<file path="src/rtl/lm07_spi_responder.sv">
// LM07 temperature sensor serial responder: oversamples cs_n/sck on clk
// and shifts out {temp, 3'b111} MSB first on each synced sck fall.
module lm07_spi_responder #(
    parameter int TEMP_W      = 13,
    parameter int FRAME_BITS  = 16,
    parameter int SYNC_STAGES = 2
) (
    input  logic              clk,
    input  logic              rst,
    input  logic              cs_n_i,
    input  logic              sck_i,
    input  logic [TEMP_W-1:0] temp_i,
    output logic              so_o,
    output logic              so_oe_o,
    output logic              busy_o,
    output logic              frame_done_o
);

    localparam int CNT_W = $clog2(FRAME_BITS + 1);
    localparam int PAD_W = FRAME_BITS - TEMP_W;

    typedef enum logic [1:0] {
        IDLE,
        SHIFT,
        DONE
    } state_t;

    state_t                 state;
    logic [SYNC_STAGES-1:0] cs_sync;
    logic [SYNC_STAGES-1:0] sck_sync;
    logic                   cs_d;
    logic                   sck_d;
    logic [FRAME_BITS-1:0]  shift_reg;
    logic [CNT_W-1:0]       bit_cnt;

    logic cs_s;
    logic sck_s;
    logic cs_fall;
    logic cs_rise;
    logic sck_fall;

    assign cs_s     = cs_sync[SYNC_STAGES-1];
    assign sck_s    = sck_sync[SYNC_STAGES-1];
    assign cs_fall  = cs_d & ~cs_s;
    assign cs_rise  = ~cs_d & cs_s;
    assign sck_fall = sck_d & ~sck_s;

    always_ff @(posedge clk or posedge rst) begin
        if (rst) begin
            cs_sync  <= '1;
            sck_sync <= '0;
            cs_d     <= 1'b1;
            sck_d    <= 1'b0;
        end else begin
            cs_sync  <= {cs_sync[SYNC_STAGES-2:0], cs_n_i};
            sck_sync <= {sck_sync[SYNC_STAGES-2:0], sck_i};
            cs_d     <= cs_s;
            sck_d    <= sck_s;
        end
    end

    // CS rise beats everything; a CS fall load swallows a same-cycle sck fall.
    always_ff @(posedge clk or posedge rst) begin
        if (rst) begin
            state        <= IDLE;
            shift_reg    <= '0;
            bit_cnt      <= '0;
            so_o         <= 1'b0;
            so_oe_o      <= 1'b0;
            busy_o       <= 1'b0;
            frame_done_o <= 1'b0;
        end else begin
            frame_done_o <= 1'b0;
            busy_o       <= ~cs_s;
            so_o         <= (state == SHIFT) ? shift_reg[FRAME_BITS-1] : 1'b0;
            so_oe_o      <= (state != IDLE);
            if (cs_rise) begin
                state <= IDLE;
            end else if (cs_fall) begin
                state     <= SHIFT;
                shift_reg <= {temp_i, {PAD_W{1'b1}}};
                bit_cnt   <= '0;
            end else if (state == SHIFT && sck_fall) begin
                shift_reg <= {shift_reg[FRAME_BITS-2:0], 1'b0};
                bit_cnt   <= bit_cnt + 1'b1;
                if (bit_cnt == CNT_W'(FRAME_BITS - 1)) begin
                    state        <= DONE;
                    frame_done_o <= 1'b1;
                end
            end
        end
    end

endmodule
</file>
<file path="config.mk">
export PLATFORM = sky130hd
export DESIGN_NAME = lm07_spi_responder
export DESIGN_NICKNAME = d
export VERILOG_FILES = /design/src/rtl/lm07_spi_responder.sv
export SDC_FILE = /design/constraint.sdc
export NUM_CORES = 1
export LEC_CHECK = 0
export CORE_ASPECT_RATIO = 0.8
export CORE_UTILIZATION = 54
export CTS_BUF_LIST = sky130_fd_sc_hd__clkbuf_4 sky130_fd_sc_hd__clkbuf_8
export CTS_CLUSTER_DIAMETER = 200
export DETAILED_ROUTE_END_ITERATION = 10
export PLACE_DENSITY = 0.79
export SLEW_MARGIN = 20
export SYNTH_ARGS = -nofsm -noshare
export SYNTH_HDL_FRONTEND = slang
export SYNTH_SLANG_ARGS = --single-unit
</file>
<file path="constraint.sdc">
create_clock -name clk -period 2.9 [get_ports clk]
set_clock_uncertainty 0.1 [all_clocks]
set_input_delay 0.58 -clock clk [delete_from_list [all_inputs] [get_ports clk]]
set_output_delay 0.58 -clock clk [all_outputs]
set_load 0.01 [all_outputs]
</file>
Yosys cells after proc, flatten, opt, wreduce, memory -nomap -nowiden
Index checks and enable logic that the tools add are counted.
{"block": "classes", "add_sub_neg": 1, "eq_ne": 2, "mux": 13, "n_bitwise": 7, "n_reduce_logical": 7}
{"cell": "16-bit two-way mux", "count": 2}
{"cell": "5-bit two-way mux", "count": 2}
{"cell": "2-bit two-way mux", "count": 4}
{"cell": "3-bit nonzero test", "count": 2}
{"cell": "5-bit by 1-bit adder with 5-bit output, second input constant", "count": 1}
{"cell": "5-bit by 4-bit == test with 1-bit output, second input constant", "count": 1}
{"cell": "1-bit two-way mux", "count": 5}
{"cell": "1-bit inverter", "count": 4}
{"cell": "2-bit AND reduction", "count": 2}
{"cell": "2-bit nonzero test", "count": 2}
{"cell": "1-bit bitwise AND", "count": 3}
{"cell": "2-bit by 1-bit == test with 1-bit output, second input constant", "count": 1}
{"cell": "1-bit logical AND", "count": 1}
{"block": "word_totals", "ff_bits": 33, "in_bits": 17, "output_inout_bits": 4, "wordCells": 41}

Longest topological paths before layout
{"block": "logic_depth", "depth_word": 6, "mapped_depth": 7, "depth_no_buf": 6}

Worst setup path after synthesis
No wires, ideal clock.
{"block": "synth_timing", "kind": "register -> register", "startpoint": "register cs_d", "endpoint": "register shift_reg[15]", "setup_ps": 125, "t_arrival_ps": 1617, "t_required_ps": 2675, "path_slack_ps": 1058, "path_stages_with_launch": 7, "path_buffers": 2, "synth_period_minus_slack_ps": 1842, "cell_sequence": "dfstp_2 -> ha_1 -> buf_2 -> inv_1 -> a21oi_4 -> buf_12 -> mux2_4"}
{"block": "synth_between", "elab_cells_between_ends": 7, "classes_between": "1 x mux; 4 x bitwise; 2 x reduce/logical"}
{"item": "start: declaration", "line_no": "31", "text": "logic cs_d;"}
{"item": "start signal: assignment", "line_no": "57", "text": "cs_d <= cs_s;"}
{"item": "1-bit bitwise AND (*)", "line_no": "44", "text": "assign cs_fall = cs_d & ~cs_s;"}
{"item": "net cs_fall", "line_no": "38", "text": "logic cs_fall;"}
{"item": "2-bit nonzero test (no source line)"}
{"item": "2-bit AND reduction (no source line)"}
{"item": "end signal: assignment", "line_no": "81", "text": "shift_reg <= {temp_i, {PAD_W{1'b1}}};"}
{"item": "end signal: assignment", "line_no": "84", "text": "shift_reg <= {shift_reg[FRAME_BITS-2:0], 1'b0};"}
{"item": "end: declaration", "line_no": "33", "text": "logic [FRAME_BITS-1:0] shift_reg;"}
The timed path passes the listed nets; every way through them passes the cells marked *.
A chain may end at the register's enable or synchronous reset.

Final worst setup path
{"block": "layout_timing", "startpoint": "register cs_d", "endpoint": "register shift_reg[11]"}
The elaborated chain is that of the path after synthesis.

==> results.txt <==
The maximum resistive drop on vdd is 0.357 mV. The number of flip-flops in the largest register is 16. The run finished with clean final reports. The cell count after synthesis is 103. STA classifies the critical path startpoint as a flip-flop. After global routing the overflow that remains totals 0. The detailed-route wire length came out at 2300 um.

For the worst setup path, the data required time is 3010 ps. In this run the worst hold path is classified as flip-flop to flip-flop. Dividing total power by cell area gives a power density of 642 nW/um^2. The clock passes through at most 2 buffers.

The buffer type at the clock tree root is clkbuf_4. Post-CTS timing repair inserted 0 buffers for setup. The placeable core area came out at 2520 sq um. The share of the Yosys chip area taken by registers is 0.559. The number of distinct standard cells referenced by the synthesized netlist is 29. After synthesis, the mean cell area works out to 14.4 sq um. The number of setup violations in the final report came out at 0. The count of buffers from port buffering came out at 20. The number of global-route vias before repair came out at 844. The floorplan step defined a die boundary enclosing 2960 sq um. The register area came out at 830 sq um. The estimated wirelength of the detail-placed design is 1640 um.

The number of diodes is 0. Of the available clock period, the critical path in the final layout requires 0.768. TritonCTS built the clock tree. In the routed design, unresolved DRC markers number 0.

The average detailed-routed wire length per instance came out at 13.9 um. The number of cells on the worst reg-to-reg path came out at 4. The type of destination of the critical path is a flip-flop. After the last flow step, the layout net total stands at 150.

The setup TNS came out at 0 ps. The hold-critical path depth came out at 0. The max-capacitance violation count came out at 0. Entering global routing, the biggest net connects 34 pins. The arrival time at the worst endpoint came out at 2340 ps. Setup slack on the worst reg-to-reg path comes out at 670 ps. The final core utilization is 0.707.

The proportion of layout cells with a drive suffix above 1 is 0.362. The later pin in the worst-skew pair is clocked with a latency of 330 ps. The worst slew slack as a fraction of its limit came out at 0.593. The post-synthesis register bit count came out at 33. The top achievable clock speed came out at 449 MHz. The max-slew violation count is 0. The leakage power of the design came out at 0.759 nW. The number of detailed-routing iterations run before antenna repair is 4. The detailed router finished its first iteration with 26 violations.

The synthesis warning total came out at 0. The cell area after synthesis came out at 1480 sq um. The peak fanout along the critical path came out at 18. The number of placement rows came out at 16. The worst flop-to-flop path startpoint is cs_d. Relative to the synthesized area, the layout overhead comes to 20.3%. The initial antenna violation count came to 0. The ratio of routed vias to standard cells came out at 5.33. The cell area after layout came out at 1780 sq um.

The worst hold endpoint is cs_sync[1]. TritonCTS created 5 clock buffers. In the layout the commonest cells are 30 x dfrtp_1, 22 x mux2_2, 20 x clkdlybuf4s50_1, 7 x inv_1. The global-route wire length before repair came out at 4030 um. The clock input transition at the sequential cells of the worst setup and hold paths came out at 90 ps. The effective utilization at floorplan is 0.588. The number of fill cells came out at 186. The total number of H-tree levels is 2. The placed instances occupy a cell area of 1710 sq um. The synthesized netlist net count came out at 124.

The library cell used most frequently in the layout, excluding fill and tap cells, is dfrtp_1. The slew at the pin closest to its max-slew limit is 610 ps. During I/O placement, the number of pins put on the boundary was 21.

Post-CTS repair changed the size of 0 cells. Setup repair after global routing left no endpoint under its margin. The routed design could run at a clock period as short as 2230 ps.

The final hold violation count is 0. The die extent in y is 48.9 um. The overall global routing resource usage is 0.189. The endpoint identified for the worst register-to-register timing path is shift_reg[11].

The sink count of the clock tree is 33. The number of hold-repair buffers added at the cts stage came out at 0. The worst hold slack after final layout is 262 ps. The critical path is of the flip-flop to flip-flop type. The combined area of the multi-input logic cells is 597 sq um. The total via count after detailed routing is 884. Measured along the x axis, the die boundary spans 60.6 um. The worst hold path begins at cs_sync[0].

The routability-driven placement congestion ratio came out at 0.716. The remaining number of nets flagged by the antenna check after routing came out at 0.
## final cells by class
cell class,count,share of cell area
sequential,33,0.465
multi-input combinational,60,0.335
timing repair buffer,22,0.121
clock buffer,7,0.0365
tap,36,0.0253
inverter,7,0.0147
clock inverter,1,0.00281
## per-stage QoR
stage	worst slack, ps	std cells	power [W]
after CTS	667	166	0.00116
final	673	166	0.00114
after global routing	550	166	0.00122
after global placement	766	158	0.000853
after floorplan	1060	103	0.000798
after detailed placement	676	158	0.000873
## cells in the mapped netlist
master | count | area share
o311ai_0 | 1 | 0.0059
dfrtp_1 | 30 | 0.51
nor2b_1 | 1 | 0.0042
buf_12 | 1 | 0.014
ha_1 | 4 | 0.034
dfstp_2 | 3 | 0.053
nand3_1 | 2 | 0.0068
o22a_2 | 2 | 0.014
nor2_1 | 2 | 0.0051
and4b_1 | 1 | 0.0068
mux2_4 | 5 | 0.051
a21oi_1 | 2 | 0.0068
nand2_1 | 2 | 0.0051
o21ai_0 | 4 | 0.014
mux2_2 | 22 | 0.17
o22ai_1 | 1 | 0.0042
or2_2 | 1 | 0.0042
nand4bb_4 | 1 | 0.019
and3_1 | 1 | 0.0042
a21oi_4 | 1 | 0.011
nand2b_1 | 1 | 0.0042
and4bb_2 | 1 | 0.0084
mux2i_1 | 1 | 0.0068
a211o_1 | 1 | 0.0059
inv_1 | 7 | 0.018
and3b_2 | 1 | 0.0068
o211ai_1 | 1 | 0.0051
buf_2 | 2 | 0.0068
or3_1 | 1 | 0.0042
## where the power goes
part | leakage (nW) | internal [W] | switching (W)
logic | 0.327 | 0.000170 | 0.0000755
registers | 0.390 | 0.000560 | 0.0000544
clock network | 0.0413 | 0.000140 | 0.000144
## metal layers
metal  vias to the layer above  GRT usage  part of all wire
met5                         -          0                 0
met4                         0     0.0909             0.010
met3                         3     0.0557             0.044
met2                        26      0.262              0.47
met1                       436      0.268              0.48
li1                        419          -                 -
## how the worst max path moves through the flow
stage | start | endpoint | cells past startpoint
4_1_cts | cs_d | shift_reg[11] | 4
3_5_place_dp | cs_d | shift_reg[11] | 4
3_3_place_gp | cs_d | shift_reg[13] | 4
6_report | cs_d | shift_reg[11] | 4
2_1_floorplan | cs_d | shift_reg[15] | 6
5_1_grt | cs_d | shift_reg[11] | 4
## worst max-delay path: stages, from the launching register on
cell and delay [ps]:
dfstp_2 540, ha_1 360, inv_1 170, a21oi_4 540
mux2_2 410
## logic make-up (layout without fill, tap and decap cells)
family                   count (synthesis)  after routing  share of synthesized area
buffers and inverters                   10             37                     0.0380
multiplexers                            28             28                      0.224
flip-flops                              33             33                      0.559
AND/OR/NAND/NOR                         15             15                     0.0785
AO/OA/AOI/OAI                           13             13                     0.0658
adder cells (fa/ha/maj)                  4              4                     0.0338
Note: power is estimated with default switching activity, not from simulation.
